File: src/rtl/hazard_fwd_unit.sv
`default_nettype none
// +-----------------------------------------------------------------------------+
// | hazard_fwd_unit : destination scoreboard, operand bypass select,            |
// |                   load-use stall and redirect kill for the Riscv151 pipe    |
// | Rev 1.0                                                                     |
// +-----------------------------------------------------------------------------+
module hazard_fwd_unit #(
  parameter int NUM_STAGES = 2,
  parameter int NUM_SRC    = 2,
  parameter int AW         = 5,
  parameter int LOAD_LAT   = 1,
  parameter int KILL_SLOTS = 1,
  parameter int CNT_W      = 16,
  localparam int SELW      = $clog2(NUM_STAGES + 1)
) (
  input  logic                     clk,
  input  logic                     reset,
  input  logic                     id_valid,
  input  logic [NUM_SRC*AW-1:0]    id_rs,
  input  logic [NUM_SRC-1:0]       id_rs_used,
  input  logic [AW-1:0]            id_rd,
  input  logic                     id_rd_we,
  input  logic                     id_is_load,
  input  logic                     redirect,
  output logic                     stall,
  output logic                     kill,
  output logic [NUM_SRC*SELW-1:0]  fwd_sel,
  output logic [CNT_W-1:0]         stall_cnt,
  output logic [CNT_W-1:0]         kill_cnt
);

  localparam int              KW    = 3;
  localparam logic [KW-1:0]   KLOAD = KW'(KILL_SLOTS - 1);

  logic [NUM_STAGES:1]     r_v;
  logic [NUM_STAGES:1]     r_we;
  logic [NUM_STAGES:1]     r_ld;
  logic [AW-1:0]           r_rd [1:NUM_STAGES];
  logic [KW-1:0]           r_kcnt;
  logic [CNT_W-1:0]        r_stall_cnt;
  logic [CNT_W-1:0]        r_kill_cnt;

  logic                    w_redir;
  logic                    w_kill;
  logic                    w_stall;
  logic [NUM_SRC-1:0]      w_ld_hz;
  logic [NUM_SRC*SELW-1:0] w_sel;

  // Scan oldest to youngest so the youngest hit overwrites older ones.
  always_comb begin
    w_sel   = '0;
    w_ld_hz = '0;
    for (int n = 0; n < NUM_SRC; n++) begin
      for (int k = NUM_STAGES; k >= 1; k--) begin
        if (r_v[k] && r_we[k] && id_rs_used[n] &&
            (id_rs[n*AW +: AW] != '0) &&
            (r_rd[k] == id_rs[n*AW +: AW])) begin
          w_sel[n*SELW +: SELW] = SELW'(k);
          w_ld_hz[n]            = r_ld[k] && (k <= LOAD_LAT);
        end
      end
    end
  end

  assign w_redir = redirect & r_v[1];
  assign w_kill  = w_redir | (r_kcnt != '0);
  assign w_stall = id_valid & ~w_kill & (|w_ld_hz);

  // Scoreboard shift; stalled or killed slots enter as bubbles.
  always_ff @(posedge clk) begin
    if (reset) begin
      r_v  <= '0;
      r_we <= '0;
      r_ld <= '0;
      for (int k = 1; k <= NUM_STAGES; k++) begin
        r_rd[k] <= '0;
      end
    end else begin
      r_v[1]  <= id_valid & ~w_stall & ~w_kill;
      r_we[1] <= id_rd_we;
      r_ld[1] <= id_is_load;
      r_rd[1] <= id_rd;
      for (int k = 2; k <= NUM_STAGES; k++) begin
        r_v[k]  <= r_v[k-1];
        r_we[k] <= r_we[k-1];
        r_ld[k] <= r_ld[k-1];
        r_rd[k] <= r_rd[k-1];
      end
    end
  end

  always_ff @(posedge clk) begin
    if (reset) begin
      r_kcnt <= '0;
    end else if (w_redir) begin
      r_kcnt <= KLOAD;
    end else if (r_kcnt != '0) begin
      r_kcnt <= r_kcnt - KW'(1);
    end
  end

  always_ff @(posedge clk) begin
    if (reset) begin
      r_stall_cnt <= '0;
      r_kill_cnt  <= '0;
    end else begin
      if (w_stall && (r_stall_cnt != '1)) begin
        r_stall_cnt <= r_stall_cnt + CNT_W'(1);
      end
      if (w_kill && (r_kill_cnt != '1)) begin
        r_kill_cnt <= r_kill_cnt + CNT_W'(1);
      end
    end
  end

  assign stall     = w_stall;
  assign kill      = w_kill;
  assign fwd_sel   = w_sel;
  assign stall_cnt = r_stall_cnt;
  assign kill_cnt  = r_kill_cnt;

endmodule
`default_nettype wire

File: config.mk
export PLATFORM = sky130hd
export DESIGN_NAME = hazard_fwd_unit
export DESIGN_NICKNAME = d
export VERILOG_FILES = /design/src/rtl/hazard_fwd_unit.sv
export SDC_FILE = /design/constraint.sdc
export NUM_CORES = 1
export LEC_CHECK = 0
export CAP_MARGIN = 10
export CORE_MARGIN = 2
export CORE_UTILIZATION = 50
export DETAILED_ROUTE_END_ITERATION = 12
export HOLD_SLACK_MARGIN = 0.05
export PLACE_DENSITY = 0.81
export SETUP_SLACK_MARGIN = 0.4
export SYNTH_ARGS = -nofsm -noshare
export SYNTH_HDL_FRONTEND = slang
export SYNTH_SLANG_ARGS = --single-unit
File: constraint.sdc
create_clock -name clk -period 5.51 [get_ports clk]
set_clock_uncertainty 0.15 [all_clocks]
set_input_delay 0.8265 -clock clk [delete_from_list [all_inputs] [get_ports clk]]
set_output_delay 0.8265 -clock clk [all_outputs]
set_load 0.005 [all_outputs]
Word-level counts from Yosys, hierarchy flattened

Memory sizes are Yosys's and may differ from the RTL's.
Index checks and enable logic that the tools add are counted.

Flip-flop bits (word level): 40
RAM bits: 10
Bits of input ports: 23
Output and inout bits: 38
Word-level logic and storage cells: 58
Memories: 1

Add/sub/neg operators: 3
Equal/unequal tests: 6
Mux-type cells: 11
Bitwise operators: 10
Reduce and logical (&&, ||, !) cells: 21

Memory list:

| name | words | bits a word | read ports | clocked after memory_dff | write ports | line | source |
|---|---|---|---|---|---|---|---|
| r_rd | 2     | 5           | 2          | 0                        | 2           | 38   | `logic [AW-1:0] r_rd [1:NUM_STAGES];` |

Operator list:

| operator                                                           | number |
|---|---|
| 16-bit by 1-bit adder with 16-bit output, second input constant    | 2 |
| 16-bit != test, second input constant                              | 2 |
| 5-bit equality test                                                | 4 |
| 1-bit logical AND                                                  | 16 |
| 5-bit 2-to-1 mux                                                   | 2 |
| 5-bit nonzero test                                                 | 2 |
| 2-bit 2-to-1 mux                                                   | 4 |
| 1-bit bitwise AND                                                  | 5 |
| 1-bit 2-to-1 mux                                                   | 5 |
| 2-bit OR reduction                                                 | 2 |
| 1-bit OR                                                           | 3 |
| 3-bit nonzero test                                                 | 1 |
| 3-bit by 1-bit subtractor with 3-bit output, second input constant | 1 |
| 1-bit NOT                                                          | 2 |

Longest topological paths before layout

Gate-level depths: netlist (run 1).

Depth in word-level cells: 10
Gate-level depth with buffers: 10
Gate-level depth less buffers: 8

Worst setup path before layout (run 1)

Ideal clock, no wire load.

Path type: input-to-output
Start point: input port id_rs[5]
End point: output port stall
Data arrival time: 1944 ps
Required time: 4533 ps
Setup slack: 2589 ps
Stages on the path: 5
Path buffers: 1
Path through: or4_1 -> o21ai_2 -> nor3_4 -> o21ba_1 -> buf_2

Longest elaborated chain between the ends: 6
Elaborated cells between the ends (all ways): 7
Classes of those cells: eq/ne: 1; mux: 1; bitwise: 1; reduce/logical: 4

RTL lines:

| item                 | line | source |
|---|---|---|
| from (decl)          | 19   | `input logic [NUM_SRC*AW-1:0] id_rs,` |
| 5-bit nonzero test   | 56   | `(id_rs[n*AW +: AW] != '0) &&` |
| 1-bit logical AND    | 55   | `if (r_v[k] && r_we[k] && id_rs_used[n] &&` |
| 1-bit logical AND *  | 56   |  |
| 1-bit 2-to-1 mux *   | 55   |  |
| 2-bit OR reduction * | 67   | `assign w_stall = id_valid & ~w_kill & (\|w_ld_hz);` |
| 1-bit bitwise AND *  | 67   |  |
| to (decl)            | 25   | `output logic stall,` |

Every way passes the cells marked *; elsewhere a longest branch is shown, timed or not.

Worst setup path in the final report (run 1)

Start point: input port id_rs[9]
End point: output port stall

The elaborated chain is that of the path after synthesis.

==> impl_results.md, run 1 <==
- Outcome: complete, no violations
- Multi-input logic area: 1330 µm²
- FF/Latch Area: 1000 µm²
- Area grow syn2layout: 29.8%
- Final hold violation count: 0
- GRT Total Usage: 0.203
- Root Driver: clkbuf_8
- CTS Hold Buffers Added: 0
- Filler cells: 433
- Clock Tree Buf Depth: 2
- Highest clock rate: about 260 MHz
- Yosys warnings: 0
- Initial Util: 0.515
- Hold path start: r_we[1]
- Antenna Nets Post-Route: 0
- Crit. Startpoint: id_rs[9]
- CP Buf/Inv Count: 2
- Slew HR: 0.490
- CP delay by family, top: buffers and inverters
- R2R setup slack: 3100 ps
- GRT overflow: 0
- Post-synthesis net count: between 300 and 400
- Fin crit period: 3910 ps
- Vias: 2151
- Post CTS Setup Buffer Count: 0
- Overall power: 807 µW
- Final count of negative-setup-slack endpoints: 0
- CTS H-Tree Depth: 2
- DR vias/cell: roughly 5.5
- Number of synthesized flops with an enable pin: 0
- Share of layout cells above drive strength 1: 0.0418
- GP Congestion: 0.868
- DRT Pass-1 Iters: 4
- Placed Area: 3040 µm²
- Num rows: 25
- Critical path class: input port to primary output
- Post-DP HPWL: 3.89 mm
- WP depth: 6
- Cell taking the most area after synthesis: dfxtp_1
- Sequential share of power: 0.504
- Layout Nets: 361
- Vias in the first global route: about 2000
- Crit share post-route: 0.710
- DR WL/cell: 13.6 µm
- Worst Setup End Kind: primary output
- Crit start category: input port
- CTS tree: built
- Port Buf Inserts: 60
- Post_cts resized: 0
- Max stage delay on crit path: about 560 ps
- CTS Buf Count: 5
- Internal power: 576 µW
- CP dominant cell by count: clkdlybuf4s50_1
- Full die area: about 5400 µm²
- Tightest Hold Check Type: flip-flop to flip-flop
- CP Max Fanout: 8
- Die Wd: 73.5 µm
- Seq/Total Area, Yosys: 0.414
- Initial antenna violation count: 0
- Avg Cell Area, Syn: 8.79 µm²
- First-pass GRT wire length: ~8.7 mm
- Arr. time, crit path: 2930 ps
- Worst R2R Path Depth: 8
- WHS: 345 ps
- Comb pwr share: 0.225
- Pin count of the biggest net entering global routing: 49
- Detailed Route Iter0 Violations: 52
- Routed WL: 5.31 mm
- Switching part of the total: 0.286
- Pleak: approximately 1.1 nW
- Hold Path Stages: 1
- Post-route cell area: 3140 µm²
- Drt drc: 0
- CP max-delay cell: clkdlybuf4s50_1
- Cell variety after synth: 42
- Worst path cell trace: clkdlybuf4s50_1 -> xnor2_1 -> nand4_1 -> nor3_4 -> o21ba_1 -> clkdlybuf4s50_1
- Fin. max-slew vios: 0
- Least-Margin Pin Slew: 764 ps
- Cells after synthesis: between 200 and 300
- WP data required: 4530 ps
- Async SR Flop Fraction: 0
- Clk Latency, worst-skew pair: 300 ps
- Pwr/cell area: around 260 nW/µm²
- Synth top area share: 0.414
- RSZ-0062 raised after global routing: no
- CTS clk-pin slew, worst paths: 90 ps
- Predominant post-synthesis flop cell: dfxtp_1
- Worst reg2reg path startpoint: r_kcnt[0]
- Clock sink count: 50
- Final Non-Filler Cells: 389
- Die H: ~74 µm
- Clock Power Share: 0.271
- # diodes: 0
- Psw: between 200 and 250 µW
- Total core area: 4690 µm²
- MaxCap Viol Count: 0
- Synth area leaders: dfxtp_1 41%, xnor2_1 7.2%, xor2_1 5.8%
- Setup Total Neg Slack: 0 ps
- Cells after DPL: about 380
- Synth Cell Area: 2420 µm²
- Maximum VDD drop: 0.146 mV
- #FFs+latches synth: 50
- Boundary Pins: 61
state kept, by name, summed over array words and instances, names as in the netlist:
name,cells
r_rd,10
r_ld,1
r_we,2
r_kcnt,3
r_v,2
kill_cnt,16
stall_cnt,16
worst register-to-register path, stage by stage (launching register included):
cell     delay (ps)
dfxtp_1         310
inv_1           110
ha_1            200
and2b_1         200
nand4_1         220
a21oi_1         210
o21ai_2         250
or4_1           550
a21oi_1         150
through the flow:
stage	worst slack, ps	utilization
after global routing	1480	0.669
after global placement	1650	0.649
after CTS	1600	0.669
final	1600	0.669
after detailed placement	1590	0.649
after floorplan	2590	-
layout make-up:
| type | instances | share of cell area |
|---|---|---|
| clock buffers | 6 | 0.0263 |
| flip-flops and latches | 50 | 0.319 |
| clock inverters | 2 | 0.00399 |
| inverters | 9 | 0.0108 |
| repair buffers | 61 | 0.194 |
| well taps | 54 | 0.0215 |
| multi-input cells | 207 | 0.425 |
final timing paths:
| kind | end |
|---|---|
| max | stall |
| min | r_we[2] |
| max reg2reg | stall_cnt[5] |
| min reg2reg | r_we[2] |
synthesized netlist by cell type, types with 2 or more instances:
master and instances:
a211oi_1 4, a21oi_1 17, and3_1 5, and4_1 4
buf_6 2, clkbuf_1 6, dfxtp_1 50, ha_1 4
inv_1 9, mux2i_1 3, nand2_1 12, nand2b_1 2
nand3_1 14, nand3b_1 2, nand4_1 11, nor2_1 31
nor2b_1 14, nor3_1 4, nor4_1 4, o21ai_0 2
o21ai_1 8, o21ai_2 2, o31ai_1 3, or3_1 7
or4_1 4, xnor2_1 20, xor2_1 16
cells in the final DEF, fill, tap and decap left out, drive strengths merged, types with 7 or more instances in the layout:
cell type / netlist / routed
nor2b: 14 / 14
clkdlybuf4s50: 0 / 60
xor2: 16 / 16
xnor2: 20 / 20
nand4: 11 / 11
nor2: 31 / 31
inv: 9 / 9
nand3: 14 / 14
o21ai: 12 / 12
or3: 7 / 7
dfxtp: 50 / 50
nand2: 12 / 12
a21oi: 17 / 17
kinds of logic after synthesis:
family | share of synthesized area
adders and majority gates | 0.0207
AOI/OAI and AO/OA | 0.115
muxes | 0.0124
and+or+nand+nor | 0.273
buffers and inverters | 0.0347
xor gates and xnor gates | 0.130
DFF | 0.414
per-layer routing:
layer	track usage	up-vias	routed length, µm
met5	0	-	0
met4	0.0626	0	60
met3	0.0412	6	203
met2	0.351	46	2560
met1	0.254	1007	2490
li1	-	1092	-
power groups by stage:
stage                     clock, mW  sequential (mW)  combinational [mW]
after floorplan                   0            0.411               0.111
after detailed placement          0            0.415               0.178
after global placement            0            0.414               0.173
final                         0.219            0.407               0.181
after CTS                     0.225            0.407               0.181
after global routing          0.237            0.410               0.201
(Power assumes the default switching activity.)
==> run 2, diff against run 1 <==
- CORE_UTILIZATION: 50 -> 49
- PLACE_DENSITY: 0.81 -> 0.8
- clock period: 5.51 -> 3.9 ns (I/O delays scaled with it)
==> run 2 against run 1 <==
Effect of this change: sequential power grew 42%; via count grew 0.42%; non-clock buffer count is the same; first-iteration DRC count grew 69%; register-to-register slack lost 1700 ps; cell count grew 3.1%; total power grew 38%; sequential cell count is the same; sequential share of layout area is essentially flat; setup slack lost 1100 ps; die area grew 1.9%; routed wire length grew 3.3%; critical path type unchanged.
==> impl_results.md, run 2 (synthesis results as in run 1) <==
- Fin. max-slew vios: 0 (unchanged)
- Boundary Pins: 61 (unchanged)
- CP dominant cell by count: clkdlybuf4s50_1 (unchanged)
- Pre-CTS WS: 465 ps (was 1590 ps)
- R2R setup slack: 1450 ps (was 3100 ps)
- Initial Util: 0.508 (was 0.515)
- Fin crit period: 3400 ps
- Highest clock rate: 294 MHz
- CP Max Fanout: 8 (unchanged)
- Vias: 2160 (was 2151)
- Drt drc: 0 (unchanged)
- Critical path class: input port to primary output (unchanged)
- DR WL/cell: 13.7 µm (was 13.6 µm)
- Worst Setup End Kind: primary output (unchanged)
- Full die area: 5510 µm² (was 5410 µm²)
- Antenna Nets Post-Route: 0 (unchanged)
- Root Driver: clkbuf_8 (unchanged)
- Layout Nets: 361 (unchanged)
- FF-to-FF End: stall_cnt[5] (unchanged)
- CTS clk-pin slew, worst paths: 80 ps (was 90 ps)
- Outcome: complete, no violations (unchanged)
- Clock Tree Buf Depth: 2 (unchanged)
- Final count of negative-setup-slack endpoints: 0 (unchanged)
- Crit share post-route: 0.871
- Num rows: 25 (unchanged)
- Least-Margin Pin Slew: 962 ps (was 764 ps)
- DR vias/cell: 5.39 (was 5.53)
- GRT Total Usage: 0.215 (was 0.203)
- Worst R2R Path Depth: 8 (unchanged)
- Clk Latency, worst-skew pair: 290 ps (was 300 ps)
- Share of layout cells above drive strength 1: 0.0359 (was 0.0418)
- Post CTS Setup Buffer Count: 0 (unchanged)
- WP data required: 3160 ps (was 4530 ps)
- Maximum VDD drop: 0.199 mV (was 0.146 mV)
- Pwr/cell area: 354 nW/µm² (was 257 nW/µm²)
- Worst path cell trace: clkdlybuf4s50_1 -> or4_1 -> o21ai_2 -> nor3_4 -> o21ba_2 -> clkdlybuf4s50_1 (was clkdlybuf4s50_1 -> xnor2_1 -> nand4_1 -> nor3_4 -> o21ba_1 -> clkdlybuf4s50_1)
- Hold Path Stages: 1 (unchanged)
- WHS Endpoint: r_we[2] (unchanged)
- Overall power: 1.11 mW (was 807 µW)
- Final hold violation count: 0 (unchanged)
- Vias in the first global route: 2162 (was 2001)
- Pleak: 1.05 nW (was 1.07 nW)
- Die Wd: 74.2 µm (was 73.5 µm)
- GP Congestion: 0.867 (was 0.868)
- RSZ-0062 raised after global routing: no (unchanged)
- Setup Total Neg Slack: 0 ps (unchanged)
- DRT Pass-1 Iters: 5 (was 4)
- Total core area: 4750 µm² (was 4690 µm²)
- Clock sink count: 50 (unchanged)
- Crit start category: input port (unchanged)
- Slew HR: 0.356 (was 0.490)
- # diodes: 0 (unchanged)
- Die H: 74.2 µm (was 73.5 µm)
- CTS Buf Count: 5 (unchanged)
- Most frequent cells in the layout: 60 x clkdlybuf4s50_1, 50 x dfxtp_1, 31 x nor2_1, 20 x xnor2_1, 17 x a21oi_1 (unchanged)
- Hold path start: r_we[1] (unchanged)
- CP max-delay cell: or4_1 (was clkdlybuf4s50_1)
- Arr. time, crit path: 2660 ps (was 2930 ps)
- CTS tree: built (unchanged)
- CTS H-Tree Depth: 2 (unchanged)
- Post-DP HPWL: 4.12 mm (was 3.89 mm)
- Routed WL: 5.48 mm (was 5.31 mm)
- Area grow syn2layout: 29.7% (was 29.8%)
- Max stage delay on crit path: 570 ps (was 560 ps)
- CTS Hold Buffers Added: 0 (unchanged)
- GRT overflow: 0 (unchanged)
- Final worst slack: 501 ps (was 1600 ps)
- Port Buf Inserts: 60 (unchanged)
- Commonest non-fill, non-tap cell in the layout: clkdlybuf4s50_1 (unchanged)
- Post-layout util: 0.659 (was 0.669)
- Post_cts resized: 0 (unchanged)
- Initial antenna violation count: 0 (unchanged)
- First-pass GRT wire length: 9.35 mm (was 8.66 mm)
- Detailed Route Iter0 Violations: 88 (was 52)
- Tightest Hold Check Type: flip-flop to flip-flop (unchanged)
- Worst reg2reg path startpoint: r_kcnt[0] (unchanged)
- MaxCap Viol Count: 0 (unchanged)
- Pin count of the biggest net entering global routing: 29 (was 49)
==> run 2: changes by cell type in the layout (fill, tap and decap cells not counted), sizes merged <==
| cell | previous run | this run |
|---|---|---|
| clkinvlp | 1 | 0 |
| clkbuf | 6 | 7 |
| clkinv | 1 | 0 |
==> run 2: worst max path at each step <==
stage                     cells past startpoint      from    end
after floorplan                               5  id_rs[5]  stall
after global placement                        6  id_rs[5]  stall
after detailed placement                      6  id_rs[5]  stall
after CTS                                     6  id_rs[5]  stall
after global routing                          6  id_rs[5]  stall
final                                         6  id_rs[5]  stall
==> run 2: worst max-delay path, delay by kind of cell <==
family / cells / cell delay [ps]
buffers and inverters: 2 / 930
AND/OR/NAND/NOR: 2 / 660
AO/OA/AOI/OAI: 2 / 490
==> run 2: metrics by stage <==
stage | std cells | cell area (µm²) | hold WS [ps]
2_1_floorplan | 275 | 2420 | 309
3_3_place_gp | 394 | 3060 | 325
3_5_place_dp | 394 | 3060 | 331
4_1_cts | 401 | 3140 | 343
5_1_grt | 401 | 3140 | 362
6_report | 401 | 3140 | 341
==> run 2: cell type report <==
class                   count  area [µm²]
flip-flops and latches     50        1000
multi-input cells         207        1330
fillers                   444        1620
clock buffers               7        76.3
well taps                  67        83.8
inverters                   9        33.8
repair buffers             61         608
==> run 2: metal layers <==
layer | vias to the layer above | part of all wire | global-route usage
li1 | 1089 | - | -
met1 | 1005 | 0.46 | 0.260
met2 | 56 | 0.49 | 0.385
met3 | 10 | 0.043 | 0.0407
met4 | 0 | 0.011 | 0.0714
met5 | - | 0 | 0
==> run 2: report_power, final <==
group	internal, mW	switching, mW	total [mW]	leakage [nW]
Sequential	0.544	0.0321	0.576	0.407
Clock	0.124	0.153	0.277	0.0383
Combinational	0.129	0.129	0.258	0.601
==> run 3, diff against run 2 <==
- CORE_UTILIZATION: 49 -> 50
- PLACE_DENSITY: 0.8 -> 0.81
- clock period: 3.9 -> 4.4 ns (I/O delays scaled with it)
==> run 3 against run 2 <==
Effect of this change: hold slack better by 7.9 ps; cell area is 0.64% higher; non-clock buffer count stayed put; total power is 4.9% lower; sequential share of layout area is 0.20 points lower; global-route usage is 0.48 points lower; die area is 1.9% lower; critical path type unchanged; largest cell class unchanged.
==> impl_results.md, run 3 (synthesis results as in run 1) <==
- # diodes: 0 (unchanged)
- Pleak: 1.08 nW (was 1.05 nW)
- Pin count of the biggest net entering global routing: 29 (unchanged)
- Area grow syn2layout: 30.5% (was 29.7%)
- Max stage delay on crit path: 520 ps (was 570 ps)
- Slew HR: 0.505 (was 0.356)
- DR vias/cell: 5.46 (was 5.39)
- RSZ-0062 raised after global routing: no (unchanged)
- Worst Setup End Kind: primary output (unchanged)
- Psw: 289 µW (was 314 µW)
- FF/Latch Area: 1000 µm² (unchanged)
- CP max-delay cell: or4_1 (unchanged)
- Initial Util: 0.515 (was 0.508)
- Root Driver: clkbuf_8 (unchanged)
- Switching part of the total: 0.274 (was 0.283)
- Layout Nets: 361 (unchanged)
- Tightest Hold Check Type: flip-flop to flip-flop (unchanged)
- Crit start category: input port (unchanged)
- Pwr/cell area: 334 nW/µm² (was 354 nW/µm²)
- WP data required: 3590 ps (was 3160 ps)
- Hold Path Stages: 2 (was 1)
- Comb pwr share: 0.213 (was 0.232)
- Multi-input logic area: 1330 µm² (unchanged)
- Final hold violation count: 0 (unchanged)
- DRT Pass-1 Iters: 4 (was 5)
- Post-layout util: 0.673 (was 0.659)
- WHS Endpoint: r_kcnt[1] (was r_we[2])
- Routed WL: 5.36 mm (was 5.48 mm)
- CTS H-Tree Depth: 2 (unchanged)
- Hold path start: r_kcnt[1] (was r_we[1])
- MaxCap Viol Count: 0 (unchanged)
- Vias: 2124 (was 2160)
- Most frequent cells in the layout: 60 x clkdlybuf4s50_1, 50 x dfxtp_1, 31 x nor2_1, 20 x xnor2_1, 17 x a21oi_1 (unchanged)
- GRT Total Usage: 0.210 (was 0.215)
- Clock Tree Buf Depth: 2 (unchanged)
- Antenna Nets Post-Route: 0 (unchanged)
- Arr. time, crit path: 2740 ps (was 2660 ps)
- CTS tree: built (unchanged)
- GP Congestion: 0.875 (was 0.867)
- Clock sink count: 50 (unchanged)
- Critical path class: input port to primary output (unchanged)
- Fin crit period: 3550 ps
- Port Buf Inserts: 60 (unchanged)
- Least-Margin Pin Slew: 740 ps (was 962 ps)
- CTS clk-pin slew, worst paths: 80 ps (about the same)
- Internal power: 766 µW (was 796 µW)
- Post-DP HPWL: 4.05 mm (was 4.12 mm)
- Fin. max-slew vios: 0 (unchanged)
- Sequential share of power: 0.483 (was 0.519)
- DR WL/cell: 13.8 µm (was 13.7 µm)
- Post_cts resized: 0 (unchanged)
- Clock Power Share: 0.304 (was 0.249)
- Outcome: complete, no violations (unchanged)
- Die H: 73.5 µm (was 74.2 µm)
- Worst reg2reg path startpoint: stall_cnt[0] (was r_kcnt[0])
- Num rows: 25 (unchanged)
- Setup Total Neg Slack: 0 ps (unchanged)
- GRT overflow: 0 (unchanged)
- Crit share post-route: 0.807
- Final count of negative-setup-slack endpoints: 0 (unchanged)
- CP Max Fanout: 8 (unchanged)
- Share of layout cells above drive strength 1: 0.0418 (was 0.0359)
- CTS Buf Count: 5 (unchanged)
- Vias in the first global route: 1987 (was 2162)
- Die Wd: 73.5 µm (was 74.2 µm)
- Drt drc: 0 (unchanged)
- Boundary Pins: 61 (unchanged)
- Post CTS Setup Buffer Count: 0 (unchanged)
- CTS Hold Buffers Added: 0 (unchanged)
- Worst R2R Path Depth: 7 (was 8)
- Full die area: 5410 µm² (was 5510 µm²)
- Maximum VDD drop: 0.189 mV (was 0.199 mV)
- CP dominant cell by count: clkdlybuf4s50_1 (unchanged)
- FF-to-FF End: stall_cnt[5] (unchanged)
- Total core area: 4690 µm² (was 4750 µm²)
- Worst path cell trace: clkdlybuf4s50_1 -> or4_1 -> o21ai_1 -> nor3_2 -> o21ba_1 -> clkdlybuf4s50_1 (was clkdlybuf4s50_1 -> or4_1 -> o21ai_2 -> nor3_4 -> o21ba_2 -> clkdlybuf4s50_1)
- Initial antenna violation count: 0 (unchanged)
- First-pass GRT wire length: 8.96 mm (was 9.35 mm)
- Commonest non-fill, non-tap cell in the layout: clkdlybuf4s50_1 (unchanged)
- Highest clock rate: 282 MHz
- Detailed Route Iter0 Violations: 94 (was 88)
- R2R setup slack: 2010 ps (was 1450 ps)
- Filler cells: 414 (was 444)
- Clk Latency, worst-skew pair: 300 ps (was 290 ps)
run 3: how the worst max path moves through the flow:
stage | startpoint | end | slack [ps] | depth (start not counted)
final | id_rs[1] | stall | 850 | 6
after detailed placement | id_rs[6] | stall | 850 | 6
after CTS | id_rs[0] | stall | 850 | 6
after floorplan | id_rs[5] | stall | 1810 | 5
after global placement | id_rs[0] | stall | 870 | 6
after global routing | id_rs[1] | stall | 740 | 6
run 3: metal layers:
layer | vias to the layer above | GRT usage | wire, µm
met1 | 986 | 0.262 | 2510
li1 | 1088 | - | -
met2 | 45 | 0.366 | 2610
met4 | 0 | 0.0545 | 45
met5 | - | 0 | 0
met3 | 5 | 0.0453 | 196
run 3: final cells by class:
| class | count | share of cell area |
|---|---|---|
| Sequential cell | 50 | 0.317 |
| Timing Repair Buffer | 61 | 0.193 |
| Clock inverter | 3 | 0.0139 |
| Multi-Input combinational cell | 207 | 0.422 |
| Inverter | 9 | 0.0107 |
| Tap cell | 54 | 0.0214 |
| Clock buffer | 5 | 0.0218 |
run 3: critical path, delay by kind of cell:
family                 cells  cell delay [ps]
buffers and inverters      2              940
AOI/OAI and AO/OA          2              490
and+or+nand+nor            2              640
run 3: power groups by stage:
stage | clock [mW] | sequential [mW] | combinational (mW)
global placement | 0 | 0.519 | 0.216
finish | 0.321 | 0.510 | 0.224
detailed placement | 0 | 0.520 | 0.224
CTS | 0.329 | 0.510 | 0.228
global route | 0.346 | 0.515 | 0.250
floorplan | 0 | 0.514 | 0.139
run 3: per-stage QoR:
step	power [mW]	area, µm²	hold slack, ps	instances	worst slack [ps]
2_1_floorplan	0.653	2420	309	275	1810
3_3_place_gp	0.735	3040	329	381	872
3_5_place_dp	0.745	3040	338	381	853
4_1_cts	1.07	3160	347	389	852
5_1_grt	1.11	3160	377	389	736
6_report	1.06	3160	349	389	850
